`config.mk`:
```
export PLATFORM = sky130hd
export DESIGN_NAME = pulse_run_ctrl
export DESIGN_NICKNAME = d
export VERILOG_FILES = /design/src/rtl/pulse_run_ctrl.sv
export SDC_FILE = /design/constraint.sdc
export NUM_CORES = 1
export LEC_CHECK = 0
export CAP_MARGIN = 20
export CORE_ASPECT_RATIO = 1.75
export CORE_MARGIN = 2
export CORE_UTILIZATION = 48
export DETAILED_ROUTE_END_ITERATION = 8
export GPL_TIMING_DRIVEN = 0
export PLACE_DENSITY_LB_ADDON = 0.2
export SLEW_MARGIN = 10
export SYNTH_ARGS = -nofsm -noshare
export SYNTH_HDL_FRONTEND = slang
export SYNTH_SLANG_ARGS = --single-unit
```
`constraint.sdc`:
```
create_clock -name clk -period 5.23 [get_ports clk]
set_input_delay 0.7845 -clock clk [delete_from_list [all_inputs] [get_ports clk]]
set_output_delay 0.7845 -clock clk [all_outputs]
set_load 0.05 [all_outputs]
```
`src/rtl/pulse_run_ctrl.sv`:
```
// Run-control gate for timebase pulses: start/pause FSM,
// DIV prescaler and limit-based tick counter.
module pulse_run_ctrl #(
   parameter int CNT_W = 16,
   parameter int DIV   = 1
) (
   input  logic             clk,
   input  logic             rst,
   input  logic             pulse,
   input  logic             start,
   input  logic             pause,
   input  logic             clear,
   input  logic             mode,
   input  logic [CNT_W-1:0] limit,
   output logic             pulse_out,
   output logic [CNT_W-1:0] count,
   output logic             wrap,
   output logic             done,
   output logic [1:0]       state
);

   if (DIV < 1) begin : g_bad_div
      $error("pulse_run_ctrl: DIV must be >= 1");
   end

   localparam int PW = (DIV > 1) ? $clog2(DIV) : 1;
   localparam logic [PW-1:0] PMAX = PW'(DIV - 1);

   typedef enum logic [1:0] {
      S_IDLE   = 2'b00,
      S_RUN    = 2'b01,
      S_PAUSED = 2'b10,
      S_DONE   = 2'b11
   } state_e;

   state_e           state_q, state_d;
   logic [PW-1:0]    pre_q, pre_d;
   logic [CNT_W-1:0] count_q, count_d;
   logic             pout_q, wrap_q, done_q;
   logic             wrap_d;

   logic             accept, tick, ev, hit;
   logic [CNT_W-1:0] cnt_n;

   always_comb begin
      accept = pulse & start & ~pause & (state_q == S_RUN);
      tick   = accept & (pre_q == PMAX);
      ev     = tick & ~clear;
      cnt_n  = count_q + 1'b1;
      hit    = (cnt_n == limit);

      state_d = state_q;
      unique case (state_q)
         S_IDLE: begin
            if (start) state_d = pause ? S_PAUSED : S_RUN;
         end
         S_RUN: begin
            if (!start)            state_d = S_IDLE;
            else if (pause)        state_d = S_PAUSED;
            else if (ev && mode && hit) state_d = S_DONE;
         end
         S_PAUSED: begin
            if (!start)      state_d = S_IDLE;
            else if (!pause) state_d = S_RUN;
         end
         S_DONE: begin
            if (!start || clear) state_d = S_IDLE;
         end
         default: state_d = S_IDLE;
      endcase

      // Prescaler only moves on accepted pulses; IDLE always holds it at 0
      pre_d = pre_q;
      if (clear || state_d == S_IDLE) pre_d = '0;
      else if (accept)                pre_d = tick ? '0 : pre_q + 1'b1;

      count_d = count_q;
      if (clear)   count_d = '0;
      else if (ev) count_d = (!mode && hit) ? '0 : cnt_n;

      wrap_d = ev & ~mode & hit;
   end

   always_ff @(posedge clk) begin
      if (!rst) begin
         state_q <= S_IDLE;
         pre_q   <= '0;
         count_q <= '0;
         pout_q  <= 1'b0;
         wrap_q  <= 1'b0;
         done_q  <= 1'b0;
      end else begin
         state_q <= state_d;
         pre_q   <= pre_d;
         count_q <= count_d;
         pout_q  <= ev;
         wrap_q  <= wrap_d;
         done_q  <= (state_d == S_DONE);
      end
   end

   assign pulse_out = pout_q;
   assign count     = count_q;
   assign wrap      = wrap_q;
   assign done      = done_q;
   assign state     = state_q;

endmodule

```
==> metrics.cfg, run 1 <==
[die]
fp.dieW_um = 47.4
initial_utilization_pct = 50.5
die_h_um = 80.0
core-area_um2 = 3140
ios = 44
fp.dieArea_um2 = 3800
rows = 27

[timing]
slew_headroom_pct = 54.8
min_period_ps = 3140
hold_violations = 0
rsz0062_at_grt = false
hold_ws_ps = 516
finalWorstSetupSlack_ps = 2090
fin_tns_setup_ps = 0
drv_slew = 0
fmax_mhz = 319
worst_slew_pin_slew_ps = 673
min_period_over_period_pct = 60.0
finalClockSkew_ps = 6.68
finalSetupViolCount = 0

[power]
p_seq_share_pct = 49.2
internal-power_uw = 262
ir_worst_vdd_mv = 0.140
switchingPower_uw = 80.9
p_clk_share_pct = 37.0
power_density_nw_per_um2 = 161
pwr-share-comb_pct = 13.8
leakage_nw = 0.748
netSwitchingFraction_pct = 23.6

[synth]
synth_compound_area_share_pct = 14.4
ys_seq_area_share_pct = 27.8
synth-simple-area-share_pct = 32.6
yosys_warnings = 0
syn_avg_cell_area_um2 = 8.34
synthXorXnorAreaFrac_pct = 17.1
async_flop_share_pct = 0
synth.area.mux_share_pct = 1.26
synth_edf_count = 0
syn_area_um2 = 1590
synth_nets = 214
synth_top_family_by_area = simple AND/OR/NAND/NOR gates
ys_ff_latch = 22
synth_cells = 190
synth_flop_cell = dfxtp_1
synth_fa_ha_area_share_pct = 0.789
ys_types = 57

[worst_setup_path]
r2r_setup_slack_ps = 2090
cp_cell_sequence = ha_1 -> clkbuf_2 -> nand3_1 -> or4_1 -> buf_2 -> xnor2_1 -> o211ai_1 -> and4bb_4 -> or4_2 -> o21ai_0
end_kind = flip-flop
startpoint_type = flip-flop
max_stage_delay_ps = 530
worstPathArrival_ps = 3350
path_class = flip-flop to flip-flop
crit_fanout = 8
slowest_stage = or4_2
cp_data_required_time_ps = 5440

[grt]
grt_pass1_wl_um = 6580
grt-ovfl-total = 0
grt_pass1_vias = 1513
grt_max_degree = 13
grtUsageTotal_pct = 23.5
grt_antenna_before_repair = 0

[layout]
layout_commonest_cell = clkdlybuf4s50_1
drive_above_1_share_pct = 11.0
syn_to_final_growth_pct = 34.0
antenna_cells = 0
final_area_um2 = 2120
stdcell_count = 280
layout.nets = 262
layout_common_cells = clkdlybuf4s50_1, nor2_1, dfxtp_1, xnor2_1, nand2_1

[routing]
wl_per_cell_um = 14.3
vias = 1575
finalWirelength_um = 4000
ant_nets = 0
drtPass1Iterations = 4
via_per_inst = 5.63
drc = 0
drt-initial-drc-count = 34

[place]
place_ws_ps = 2020
place_area_um2 = 2070
dp_hpwl_um = 3130
portBuffers = 43
dp_cells = 276
gp_congestion = 0.826

[hold_path]
min_path_type = flip-flop to flip-flop

[run_status]
status = finished clean

[cts]
clk_path_buf_depth = 2
root_buffer = clkbuf_8
cts-htree-levels = 1
hold_buffers = 0
cts_sinks = 22
cts_resized = 0
cts.clk_slew.worst_paths_ps = 90
cts_inserted_buffers = 3
worstSkewPairLatency_ps = 270
cts_tree = yes
postCtsSetupBuffers = 0

[job]
drv_cap = 0

[power by group through the flow]
stage	combinational (mW)	sequential, mW	clock [mW]
floorplan	0.0193	0.175	0
global placement	0.0463	0.173	0
detailed placement	0.0468	0.173	0
CTS	0.0472	0.169	0.127
global route	0.0506	0.169	0.134
finish	0.0472	0.169	0.127
[cells by family (layout without fill, tap and decap cells)]
family,count (synthesis),count (layout)
fa+ha+maj,1,1
flops,22,22
xor+xnor,31,31
simple gates,90,90
buf+inv,15,62
mux,2,2
compound gates,29,29
[state kept, by name, indices dropped and copies added (netlist names)]
register,count
count,16
done,1
pre_q,1
pulse_out,1
state,2
wrap,1
[critical path, delay by kind of cell (launching register included)]
kind                       cells  cell delay [ps]
xor gates and xnor gates       1              130
DFF                            1              480
buffers and inverters          2              360
and+or+nand+nor                4             1550
AOI/OAI and AO/OA              2              380
adders and majority gates      1              190
[through the flow]
| step | util (%) | power, mW |
|---|---|---|
| 2_1_floorplan | - | 0.194 |
| 3_3_place_gp | 65.9 | 0.219 |
| 3_5_place_dp | 65.9 | 0.220 |
| 4_1_cts | 67.6 | 0.343 |
| 5_1_grt | 67.6 | 0.353 |
| 6_report | 67.6 | 0.343 |
[path summary, 6_finish.rpt]
path | start | to | cells past startpoint
max | count[0]$_SDFFE_PP0N_ | count[12]$_SDFFE_PP0N_ | 10
min reg2reg | pre_q$_SDFFE_PP0P_ | pre_q$_SDFFE_PP0P_ | 1
max reg2reg | count[0]$_SDFFE_PP0N_ | count[12]$_SDFFE_PP0N_ | 10
min | pre_q$_SDFFE_PP0P_ | pre_q$_SDFFE_PP0P_ | 1
[routing by layer]
layer  GRT usage [%]  up-vias  wire [um]
li1                -      787          -
met1            26.3      735       1630
met2            41.1       40       2100
met3            2.71       13        130
met4            11.1        0        132
met5               0        -          0
[Yosys cell counts, types with 2 or more instances]
cell type / count / share of area, %
dfxtp_1: 22 / 28
nor2_1: 22 / 5.2
xnor2_1: 20 / 11
nand2_1: 13 / 3.1
xor2_1: 11 / 6.1
nand3_1: 9 / 2.8
nand4_1: 8 / 3.2
nor3_1: 7 / 2.2
o21ai_0: 5 / 1.6
a221o_1: 4 / 2.5
a31oi_1: 4 / 1.6
and3_1: 4 / 1.6
buf_6: 4 / 2.8
inv_1: 3 / 0.71
or3_1: 3 / 1.2
or4_1: 3 / 1.4
a22o_2: 2 / 1.3
and4_1: 2 / 1.1
clkbuf_1: 2 / 0.47
mux2i_1: 2 / 1.3
nand4bb_1: 2 / 1.4
nor4_1: 2 / 0.79
o211ai_1: 2 / 0.95
[cell type report]
cell class,instances,area (um^2)
Sequential cell,22,440
Clock buffer,4,55.1
Inverter,4,15.0
Tap cell,43,53.8
Timing Repair Buffer,43,430
Fill cell,281,1020
Multi-Input combinational cell,153,1050
Buffer,11,81.3
No activity file was read; power rests on OpenSTA's default activity.
==> run 2: changes to the inputs <==
Settings changed: CORE_UTILIZATION 48 to 43.
Clock period 5.23 ns to 2.8 ns, I/O delays scaled along.
==> run 2 against run 1 <==
Effect of this change:
- worst hold slack lost 10 ps
- critical path depth shrank 1
- cell count grew 3.2%
- utilization shrank 4.6 points
- non-clock buffer count grew 6
- total power grew 79%
- register-to-register slack lost 2000 ps
- die area grew 11%
- sequential power grew 85%
- critical endpoint unchanged
- highest routed layer unchanged
==> metrics.cfg, run 2 (synthesis gave the netlist of run 1 again) <==
[run_status]
status = finished clean  ; unchanged

[die]
die_h_um = 84.3  ; was 80.0 um
fp.dieW_um = 49.9  ; was 47.4 um
fp.dieArea_um2 = 4210  ; was 3800 um^2
rows = 29  ; was 27
core-area_um2 = 3590  ; was 3140 um^2
ios = 44  ; unchanged
initial_utilization_pct = 44.1  ; was 50.5%

[cts]
cts_inserted_buffers = 3  ; unchanged
clk_path_buf_depth = 2  ; unchanged
root_buffer = clkbuf_8  ; unchanged
cts_sinks = 22  ; unchanged
cts.clk_slew.worst_paths_ps = 80  ; was 90 ps
hold_buffers = 0  ; unchanged
cts_tree = yes  ; unchanged
worstSkewPairLatency_ps = 270  ; about the same
cts-htree-levels = 1  ; unchanged

[layout]
largest_reg_flops = 16  ; unchanged
drive_above_1_share_pct = 19.8  ; was 11.0%
layout.nets = 268  ; was 262
nFillCells = 321  ; was 281
layout_common_cells = clkdlybuf4s50_1, nor2_1, xnor2_1, dfxtp_1, nand2_1  ; was clkdlybuf4s50_1, nor2_1, dfxtp_1, xnor2_1, nand2_1
antenna_cells = 0  ; unchanged
layout_commonest_cell = clkdlybuf4s50_1  ; unchanged
syn_to_final_growth_pct = 42.8  ; was 34.0%
stdcell_count = 289  ; was 280

[timing]
fmax_mhz = 366  ; was 319 MHz
hold_violations = 0  ; unchanged
rsz0062_at_grt = true  ; was false
min_period_ps = 2740  ; was 3140 ps
slew_headroom_pct = 50.6  ; was 54.8%
finalClockSkew_ps = 6.22  ; was 6.68 ps
drv_slew = 0  ; unchanged
min_period_over_period_pct = 97.7  ; was 60.0%
finalSetupViolCount = 0  ; unchanged
hold_ws_ps = 506  ; was 516 ps
worst_slew_pin_slew_ps = 735  ; was 673 ps

[grt]
grt-ovfl-total = 0  ; unchanged
grtUsageTotal_pct = 20.2  ; was 23.5%
grt_max_degree = 13  ; unchanged
grt_antenna_before_repair = 0  ; unchanged
grt_pass1_wl_um = 6710  ; was 6580 um
grt_pass1_vias = 1525  ; was 1513

[power]
power_density_nw_per_um2 = 271  ; was 161 nW/um^2
ir_worst_vdd_mv = 0.232  ; was 0.140 mV
leakage_nw = 0.806  ; was 0.748 nW

[place]
gp_congestion = 0.826  ; about the same
dp_hpwl_um = 3180  ; was 3130 um
portBuffers = 43  ; unchanged
dp_cells = 279  ; was 276

[worst_setup_path]
max_stage_delay_ps = 560  ; was 530 ps
cp_data_required_time_ps = 3000  ; was 5440 ps
worstPathArrival_ps = 2940  ; was 3350 ps
startpoint_type = flip-flop  ; unchanged
end_kind = flip-flop  ; unchanged
path_class = flip-flop to flip-flop  ; unchanged
slowest_stage = or4_2  ; unchanged
crit_fanout = 9  ; was 8
cp_cell_sequence = clkbuf_4 -> nand4_4 -> or4_4 -> buf_6 -> xnor2_2 -> o211ai_1 -> and4bb_4 -> or4_2 -> o21ai_2  ; was ha_1 -> clkbuf_2 -> nand3_1 -> or4_1 -> buf_2 -> xnor2_1 -> o211ai_1 -> and4bb_4 -> or4_2 -> o21ai_0

[hold_path]
min_path_type = flip-flop to flip-flop  ; unchanged

[routing]
ant_nets = 0  ; unchanged
drtPass1Iterations = 4  ; unchanged
vias = 1600  ; was 1575
finalWirelength_um = 4230  ; was 4000 um
wl_per_cell_um = 14.6  ; was 14.3 um
via_per_inst = 5.54  ; was 5.63
drt-initial-drc-count = 30  ; was 34
drc = 0  ; unchanged

[job]
drv_cap = 0  ; unchanged

run 2: changes by cell type in the layout (fill, tap and decap cells not counted), sizes merged:
cell and change:
buf +8, clkbuf -2
run 2: path summary, 6_finish.rpt:
check,from,end,slack [ps],cells past startpoint
worst min register to register,pre_q$_SDFFE_PP0P_,pre_q$_SDFFE_PP0P_,510,1
worst max register to register,count[7]$_SDFFE_PP0N_,count[12]$_SDFFE_PP0N_,60,9
worst min-delay path,pre_q$_SDFFE_PP0P_,pre_q$_SDFFE_PP0P_,510,1
worst max-delay path,count[7]$_SDFFE_PP0N_,count[12]$_SDFFE_PP0N_,60,9
run 2: metrics by stage:
stage                     setup TNS [ps]  power [mW]  instance area [um^2]  utilization (%)  setup WS (ps)
after CTS                              0       0.618                  2180             60.6          0.751
after global placement              -711       0.406                  2090             58.2           -146
after floorplan                        0       0.360                  1600                -           1.75
after global routing               -65.7       0.636                  2260             63.0          -60.4
final                                  0       0.612                  2260             63.0           64.2
after detailed placement            -882       0.407                  2090             58.2           -164
run 2: power breakdown:
| part | switching (mW) | leakage [nW] | total [mW] | internal (mW) |
|---|---|---|---|---|
| clock network | 0.106 | 0.0228 | 0.208 | 0.102 |
| registers | 0.00152 | 0.183 | 0.312 | 0.311 |
| logic | 0.0407 | 0.601 | 0.0920 | 0.0513 |
| total | 0.149 | 0.806 | 0.612 | 0.464 |
run 2: layout make-up:
cell class | instances | area [um^2] | share of cell area, %
sequential | 22 | 459 | 20.3
multi-input combinational | 153 | 1110 | 49.2
timing repair buffer | 50 | 483 | 21.3
clock buffer | 4 | 45.0 | 1.99
buffer | 10 | 90.1 | 3.98
tap | 46 | 57.6 | 2.54
inverter | 4 | 15.0 | 0.663
run 2: timing repair:
action                                  CTS  global route
gates resized for setup                   4            13
buffers inserted                          2             5
pin swaps                                 4             5
endpoints found under the setup margin   11            15
run 2: worst max-delay path: cells and delay by family (launching register included):
| family | cells | cell delay, ps |
|---|---|---|
| simple gates | 4 | 1550 |
| compound gates | 2 | 310 |
| flops | 1 | 350 |
| xor+xnor | 1 | 120 |
| buf+inv | 2 | 350 |
run 2: metal layers:
| layer | up-vias | global-route usage, % | share of wire [%] |
|---|---|---|---|
| met3 | 9 | 2.49 | 4.3 |
| li1 | 799 | - | - |
| met2 | 55 | 34.5 | 52 |
| met5 | - | 0 | 0 |
| met4 | 0 | 13.1 | 2.7 |
| met1 | 737 | 23.0 | 41 |
